File: src/rtl/branch_predict_resolve.sv
// Execute-stage branch resolution with a direct-mapped BTB (2-bit counters)
// for fetch prediction, registered mispredict redirect and a wrapping mispredict count.
module branch_predict_resolve #(
  parameter int XLEN    = 32,
  parameter int ENTRIES = 16,
  parameter int CNT_W   = 16
) (
  input  logic             clk,
  input  logic             rst_n,
  input  logic [XLEN-1:0]  f_pc,
  output logic             pred_hit,
  output logic             pred_taken,
  output logic [XLEN-1:0]  pred_target,
  input  logic             ex_valid,
  input  logic             ex_is_ctrl,
  input  logic [XLEN-1:0]  ex_pc,
  input  logic [XLEN-1:0]  operandA,
  input  logic [XLEN-1:0]  B_imm,
  input  logic [XLEN-1:0]  J_imm,
  input  logic [XLEN-1:0]  I_imm,
  input  logic             btaken,
  input  logic             jr,
  input  logic             j,
  input  logic             ex_pred_taken,
  input  logic [XLEN-1:0]  ex_pred_target,
  output logic             redirect_valid,
  output logic [XLEN-1:0]  redirect_pc,
  output logic [CNT_W-1:0] mispredict_cnt
);

  localparam int IDX_W = $clog2(ENTRIES);
  localparam int TAG_W = XLEN - IDX_W - 2;
  localparam logic [XLEN-1:0] PC_STEP = XLEN'(4);

  logic             r_valid  [ENTRIES];
  logic [TAG_W-1:0] r_tag    [ENTRIES];
  logic [XLEN-1:0]  r_target [ENTRIES];
  logic [1:0]       r_ctr    [ENTRIES];

  logic             r_redirect_valid;
  logic [XLEN-1:0]  r_redirect_pc;
  logic [CNT_W-1:0] r_mispredict_cnt;

  // Fetch-side lookup: purely combinational off registered BTB state.
  logic [IDX_W-1:0] w_f_idx;
  logic [TAG_W-1:0] w_f_tag;
  logic             w_f_hit;
  logic             w_f_taken;
  logic [XLEN-1:0]  w_f_seq;

  assign w_f_idx   = f_pc[IDX_W+1:2];
  assign w_f_tag   = f_pc[XLEN-1:IDX_W+2];
  assign w_f_hit   = r_valid[w_f_idx] && (r_tag[w_f_idx] == w_f_tag);
  assign w_f_taken = w_f_hit && r_ctr[w_f_idx][1];
  assign w_f_seq   = f_pc + PC_STEP;

  assign pred_hit    = w_f_hit;
  assign pred_taken  = w_f_taken;
  assign pred_target = w_f_taken ? r_target[w_f_idx] : w_f_seq;

  // Execute-side resolution.
  logic [IDX_W-1:0] w_ex_idx;
  logic [TAG_W-1:0] w_ex_tag;
  logic             w_ex_hit;
  logic [XLEN-1:0]  w_ex_seq;
  logic [XLEN-1:0]  w_jr_sum;
  logic [XLEN-1:0]  w_target;
  logic             w_actual_taken;
  logic             w_resolve;
  logic             w_mispredict;
  logic [XLEN-1:0]  w_correct_pc;

  assign w_ex_idx = ex_pc[IDX_W+1:2];
  assign w_ex_tag = ex_pc[XLEN-1:IDX_W+2];
  assign w_ex_hit = r_valid[w_ex_idx] && (r_tag[w_ex_idx] == w_ex_tag);
  assign w_ex_seq = ex_pc + PC_STEP;
  assign w_jr_sum = operandA + I_imm;

  always_comb begin
    w_target = w_ex_seq;
    if (j) begin
      w_target = ex_pc + J_imm;
    end else if (jr) begin
      w_target = {w_jr_sum[XLEN-1:1], 1'b0};
    end else if (btaken) begin
      w_target = ex_pc + B_imm;
    end
  end

  assign w_actual_taken = j | jr | btaken;
  assign w_resolve      = ex_valid & ex_is_ctrl;
  assign w_mispredict   = w_resolve &
                          ((w_actual_taken != ex_pred_taken) |
                           (w_actual_taken & (w_target != ex_pred_target)));
  assign w_correct_pc   = w_actual_taken ? w_target : w_ex_seq;

  // Training is written at the edge, so a same-cycle lookup sees old contents.
  always_ff @(posedge clk or negedge rst_n) begin
    if (!rst_n) begin
      for (int i = 0; i < ENTRIES; i++) begin
        r_valid[i]  <= 1'b0;
        r_tag[i]    <= '0;
        r_target[i] <= '0;
        r_ctr[i]    <= 2'd0;
      end
    end else if (w_resolve) begin
      if (w_ex_hit) begin
        if (w_actual_taken) begin
          r_target[w_ex_idx] <= w_target;
          if (r_ctr[w_ex_idx] != 2'd3) begin
            r_ctr[w_ex_idx] <= r_ctr[w_ex_idx] + 2'd1;
          end
        end else if (r_ctr[w_ex_idx] != 2'd0) begin
          r_ctr[w_ex_idx] <= r_ctr[w_ex_idx] - 2'd1;
        end
      end else if (w_actual_taken) begin
        r_valid[w_ex_idx]  <= 1'b1;
        r_tag[w_ex_idx]    <= w_ex_tag;
        r_target[w_ex_idx] <= w_target;
        r_ctr[w_ex_idx]    <= (j | jr) ? 2'd3 : 2'd2;
      end
    end
  end

  // Redirect is a valid-only pulse: fetch has no ready and must accept it the cycle it is high.
  always_ff @(posedge clk or negedge rst_n) begin
    if (!rst_n) begin
      r_redirect_valid <= 1'b0;
      r_redirect_pc    <= '0;
      r_mispredict_cnt <= '0;
    end else begin
      r_redirect_valid <= w_mispredict;
      if (w_mispredict) begin
        r_redirect_pc    <= w_correct_pc;
        r_mispredict_cnt <= r_mispredict_cnt + CNT_W'(1);
      end
    end
  end

  assign redirect_valid = r_redirect_valid;
  assign redirect_pc    = r_redirect_pc;
  assign mispredict_cnt = r_mispredict_cnt;

endmodule

File: config.mk
export PLATFORM = sky130hd
export DESIGN_NAME = branch_predict_resolve
export DESIGN_NICKNAME = d
export VERILOG_FILES = /design/src/rtl/branch_predict_resolve.sv
export SDC_FILE = /design/constraint.sdc
export NUM_CORES = 2
export LEC_CHECK = 0
export ABC_AREA = 1
export ABC_CLOCK_PERIOD_IN_PS = 8400
export CORE_UTILIZATION = 30
export DETAILED_ROUTE_END_ITERATION = 10
export SYNTH_ARGS = -nofsm -noshare
export SYNTH_HDL_FRONTEND = slang
export SYNTH_SLANG_ARGS = --single-unit
File: constraint.sdc
create_clock -name clk -period 8.4 [get_ports clk]
set_input_delay 1.68 -clock clk [delete_from_list [all_inputs] [get_ports clk]]
set_output_delay 1.68 -clock clk [all_outputs]
set_load 0.01 [all_outputs]
Word-level counts from Yosys, hierarchy flattened
Cells that the tools add are included.
Storage, ports and cells
  flip-flop bits (word level): 1025
  bits of input ports: 232
  word-level logic and storage cells: 149
Cells by class
  add/sub/neg operators: 8
  magnitude comparators: 3
  equal/unequal tests: 6
  multiplexer cells: 45
  bitwise operators: 10
  reductions and logical operators: 10
Operators with widths (count)
  512-bit bitwise mux: 1
  416-bit bitwise mux: 1
  32-bit 2-to-1 mux: 13
  26-bit binary-select mux with 4-bit select: 2
  26-bit 2-to-1 mux: 5
  32-bit binary-select mux with 4-bit select: 1
  32-bit demux with 4-bit select: 1
  26-bit demux with 4-bit select: 1
  32-bit adder: 3
  32-bit bitwise mux: 3
  32-bit by 3-bit adder with 32-bit output, second input constant: 2
  26-bit equality test: 2
  32-bit != test: 1
  16-bit by 1-bit adder with 16-bit output, second input constant: 1
  2-bit binary-select mux with 4-bit select: 2
  16-bit OR: 1
  5-bit >= comparator, second input constant: 2
  2-bit 2-to-1 mux: 5
  4-bit NOT with 5-bit output: 2
  1-bit binary-select mux with 4-bit select: 2
  2-bit demux with 4-bit select: 1
  1-bit 2-to-1 mux: 6
  2-bit nonzero test: 3
  5-bit by 1-bit less-than comparator with 1-bit output, second input constant: 1
  13 further kinds: 20

Logic depth before layout (Yosys ltp)
  depth in word-level cells: 9
  mapped depth: 27

Least setup slack after synthesis
No wires, ideal clock.
  path type: input-to-output
  start point: in f_pc[3]
  end point: out pred_target[8]
  arrival time: 3.892 ns
  data required time: 6.720 ns
  path slack: 2.828 ns
  cell stages on the path: 14
  buffers on the path: 4
  path through: buf_2 > buf_2 > buf_1 > o21ai_0 > o21ai_0 > nor2_1 > o21bai_1 > xor2_1 > nor3b_1 > nand2_1 > nor2_1 > nand3_1 > clkbuf_1 > o21ai_0
On the way
  cells in the longest elaborated chain, start to end: 8
  elaborated cells on any way between the ends: 18
  those cells by class: add/sub (1); eq/ne (1); mux (13); bitwise (1); reduce/logical (2)
RTL lines
  start: declaration: RTL line 10  | input logic [XLEN-1:0] f_pc,
  4-bit NOT with 5-bit output (implied by the code): RTL line 53, 54, 59
  26-bit binary-select mux with 4-bit select: RTL line 53  | assign w_f_hit = r_valid[w_f_idx] && (r_tag[w_f_idx] == w_f_tag);
  26-bit 2-to-1 mux (implied by the code) (2 in series): RTL line 53
  26-bit equality test: RTL line 53
  1-bit logical AND: RTL line 53
  1-bit logical AND: RTL line 54  | assign w_f_taken = w_f_hit && r_ctr[w_f_idx][1];
  32-bit 2-to-1 mux (*): RTL line 59  | assign pred_target = w_f_taken ? r_target[w_f_idx] : w_f_seq;
  end: declaration: RTL line 13  | output logic [XLEN-1:0] pred_target,
Mark *: on every way between the ends. The rest lies on a longest branch, timed or not. The select of a mux whose other input is x is not followed.

Worst setup path after layout
  start point: in f_pc[5]
  end point: out pred_target[28]
Same word-level chain as after synthesis.

==> impl_metrics.toml <==
[critical_path]
required_ps = 6720
cp.depth = 13
cp.buffers_inverters = 5
r2r_end = "r_tag[95]"
arrival_ps = 5730
worstSetupEndpointType = "output pin"
timing.rr.start = "r_tag[378]"
cp_max_fo = 16
path_cells = "clkdlybuf4s50_1 -> inv_2 -> nor2_4 -> buf_4 -> nand2_1 -> nand4_1 -> nand4_1 -> or2_2 -> nor3_1 -> nand3_1 -> buf_4 -> o21ai_1 -> clkdlybuf4s50_1"
reg2reg_setup_slack_ps = 4170
path_delay_family = "simple AND/OR/NAND/NOR gates"
slowest_delay_ps = 580
crit_path_start = "f_pc[5]"
cp-endpoint = "pred_target[28]"
crit_slowest_cell = "clkdlybuf4s50_1"
rr_worst_depth = 15
critPathKind = "in2out"
start_kind = "input port"

[grt]
grt_use_total = 0.250
grt_max_degree = 168
overflow = 0
grt_pass1_vias = 57900
antenna_found_initial = 25
grt_pass1_wl_mm = 389

[floorplan]
ios = 315
die-area_sq_um = 206000
start_util = 0.302
placementRows = 165
dieHeight_microns = 454
die_w_microns = 454
core_sq_um = 203000

[timing]
slew_viol_final = 0
finalCritPeriodShare = 0.882
clock_skew_ps = 42.4
tightestPinTransition_ps = 1150
holdWs_ps = 473
finalSetupViolations = 0
fmax_mhz = 135
rsz0062_at_grt = "no"
hold_viol_final = 0
tns_ps = 0
slew_headroom = 0.232
fin_crit_ps = 7410

[clock_network]
cts_made_buffers = 110
postCtsSetupBuffers = 0
cts_resized = 0
clk_latency_ps = 770
cts_buffer_depth = 3
htreeDepth = 3
path_clk_slew_ps = 60
cts.sink_count = 1025
ctsHoldBuffers = 0
root_buffer = "clkbuf_16"
cts_tree = "yes"

[synth]
synth_edf_count = 0
synth_area_per_cell_sq_um = 7.00
ys_seq_elements = 1025
synth_warnings = 0
synth_cells = 8741
synth_top_area_cell = "dfrtp_1"
syn_nets = 9076
synth-main-ff-cell = "dfrtp_1"
synth_top_cell_area_share = 0.419
yosysUniqueCellTypes = 55
synth_area_leaders = "dfrtp_1 42%, nand2_1 15%, o21ai_0 13%"
ys_seq_area_frac = 0.419
synth-async-reset-ratio = 1.00
synth.cell_area_sq_um = 61200

[layout]
regArea_sq_um = 25600
num-nets-final = 9074
final_util = 0.349
drive_gt1_frac = 0.0472
final_common_cell = "nand2_1"
syn2layout_area_growth_pct = 15.4
final_cells = 11500
multi_input_area_sq_um = 30300
final_cell_mix = "2391 x nand2_1, 1631 x o21ai_0, 1025 x dfrtp_1"
nFillCells = 21500

[routing]
vias_per_cell = 5.39
wire_per_inst_microns = 22.9
drc = 0
wirelength_mm = 264
dr.pass1.iters = 8
drt_iter0_drc = 7577
vias = 62100
ant_nets = 0

[run]
cap_violations = 0

[place]
numPortBuffers = 314
gp_congestion = 0.955
place_inst = 11300
dp_hpwl_mm = 181

[run_status]
outcome = "complete, no violations"

[power_and_ir_drop]
power.density_nw_per_um2 = 220
leakage_nw = 33.0
peakVddDrop_v = 0.000166

[min_path]
worstHoldPathType = "reg2reg"
==> worst min-delay path by stage <==
stage | slack, ps | depth (start not counted) | end | from
after floorplan | 430 | 2 | r_valid[1] | r_valid[1]
after global placement | 450 | 2 | r_valid[6] | r_valid[6]
after detailed placement | 450 | 2 | r_target[1] | r_target[1]
after CTS | 470 | 2 | r_valid[13] | r_valid[13]
after global routing | 490 | 2 | r_valid[15] | r_valid[15]
final | 470 | 2 | redirect_pc[1] | redirect_pc[1]
==> logic make-up after synthesis <==
| kind of cell | synth area share |
|---|---|
| and+or+nand+nor | 0.254 |
| AOI/OAI and AO/OA | 0.210 |
| buffers and inverters | 0.0866 |
| DFF | 0.419 |
| adders and majority gates | 0.0214 |
| xor gates and xnor gates | 0.00844 |
==> registers in the layout (all words and copies together), names as in the netlist <==
register,flops
r_tag,416
redirect_valid,1
mispredict_cnt,16
r_target,512
r_valid,16
r_ctr,32
redirect_pc,32
==> layer usage <==
layer / part of all wire / global-route usage
met1: 0.44 / 0.349
met2: 0.44 / 0.385
met3: 0.078 / 0.0388
met4: 0.043 / 0.101
met5: 0.00013 / 0
==> report_power, final <==
part	internal, W	total, W	switching, W
combinational	0.00122	0.00358	0.00236
clock	0.00318	0.00539	0.00221
sequential	0.00595	0.00656	0.000603
==> layout make-up <==
class / instances / share of cell area
Multi-Input combinational cell: 6419 / 0.429
Sequential cell: 1025 / 0.363
Timing Repair Buffer: 453 / 0.0636
Tap cell: 2672 / 0.0473
Clock buffer: 160 / 0.0469
Inverter: 730 / 0.0390
Clock inverter: 48 / 0.0101
Antenna cell: 21 / 0.000744
==> cell usage after synthesis (all sizes together), types with 2 or more instances <==
cell type,number
a32o,8
xnor2,9
nand2,2419
a21oi,468
a31oi,57
o21a,3
nand3,456
o22ai,52
or2,6
nor3,58
nand4,105
nor4,11
clkinv,20
a21o,4
buf,231
o221ai,30
dfrtp,1025
o21ai,1718
and2,3
o21bai,9
nor2,712
fa,3
inv,710
ha,100
a311oi,13
clkbuf,336
xor2,50
o211ai,82
nand3b,33
nor3b,2
==> stage by stage <==
step | cell area (sq um) | worst slack (ps) | total power (W)
after floorplan | 61200 | 2830 | 0.00866
after global placement | 66600 | 1040 | 0.0100
after detailed placement | 66600 | 1040 | 0.0101
after CTS | 70600 | 1030 | 0.0155
after global routing | 70700 | 663 | 0.0163
final | 70700 | 991 | 0.0155
==> worst reg2reg max path: cells and delay by family (launching register included) <==
family | cells | cell delay, ps
and+or+nand+nor | 8 | 1860
AOI/OAI and AO/OA | 5 | 1470
DFF | 1 | 390
xor gates and xnor gates | 1 | 290
buffers and inverters | 1 | 80
Power figures use the tool's default switching activity.
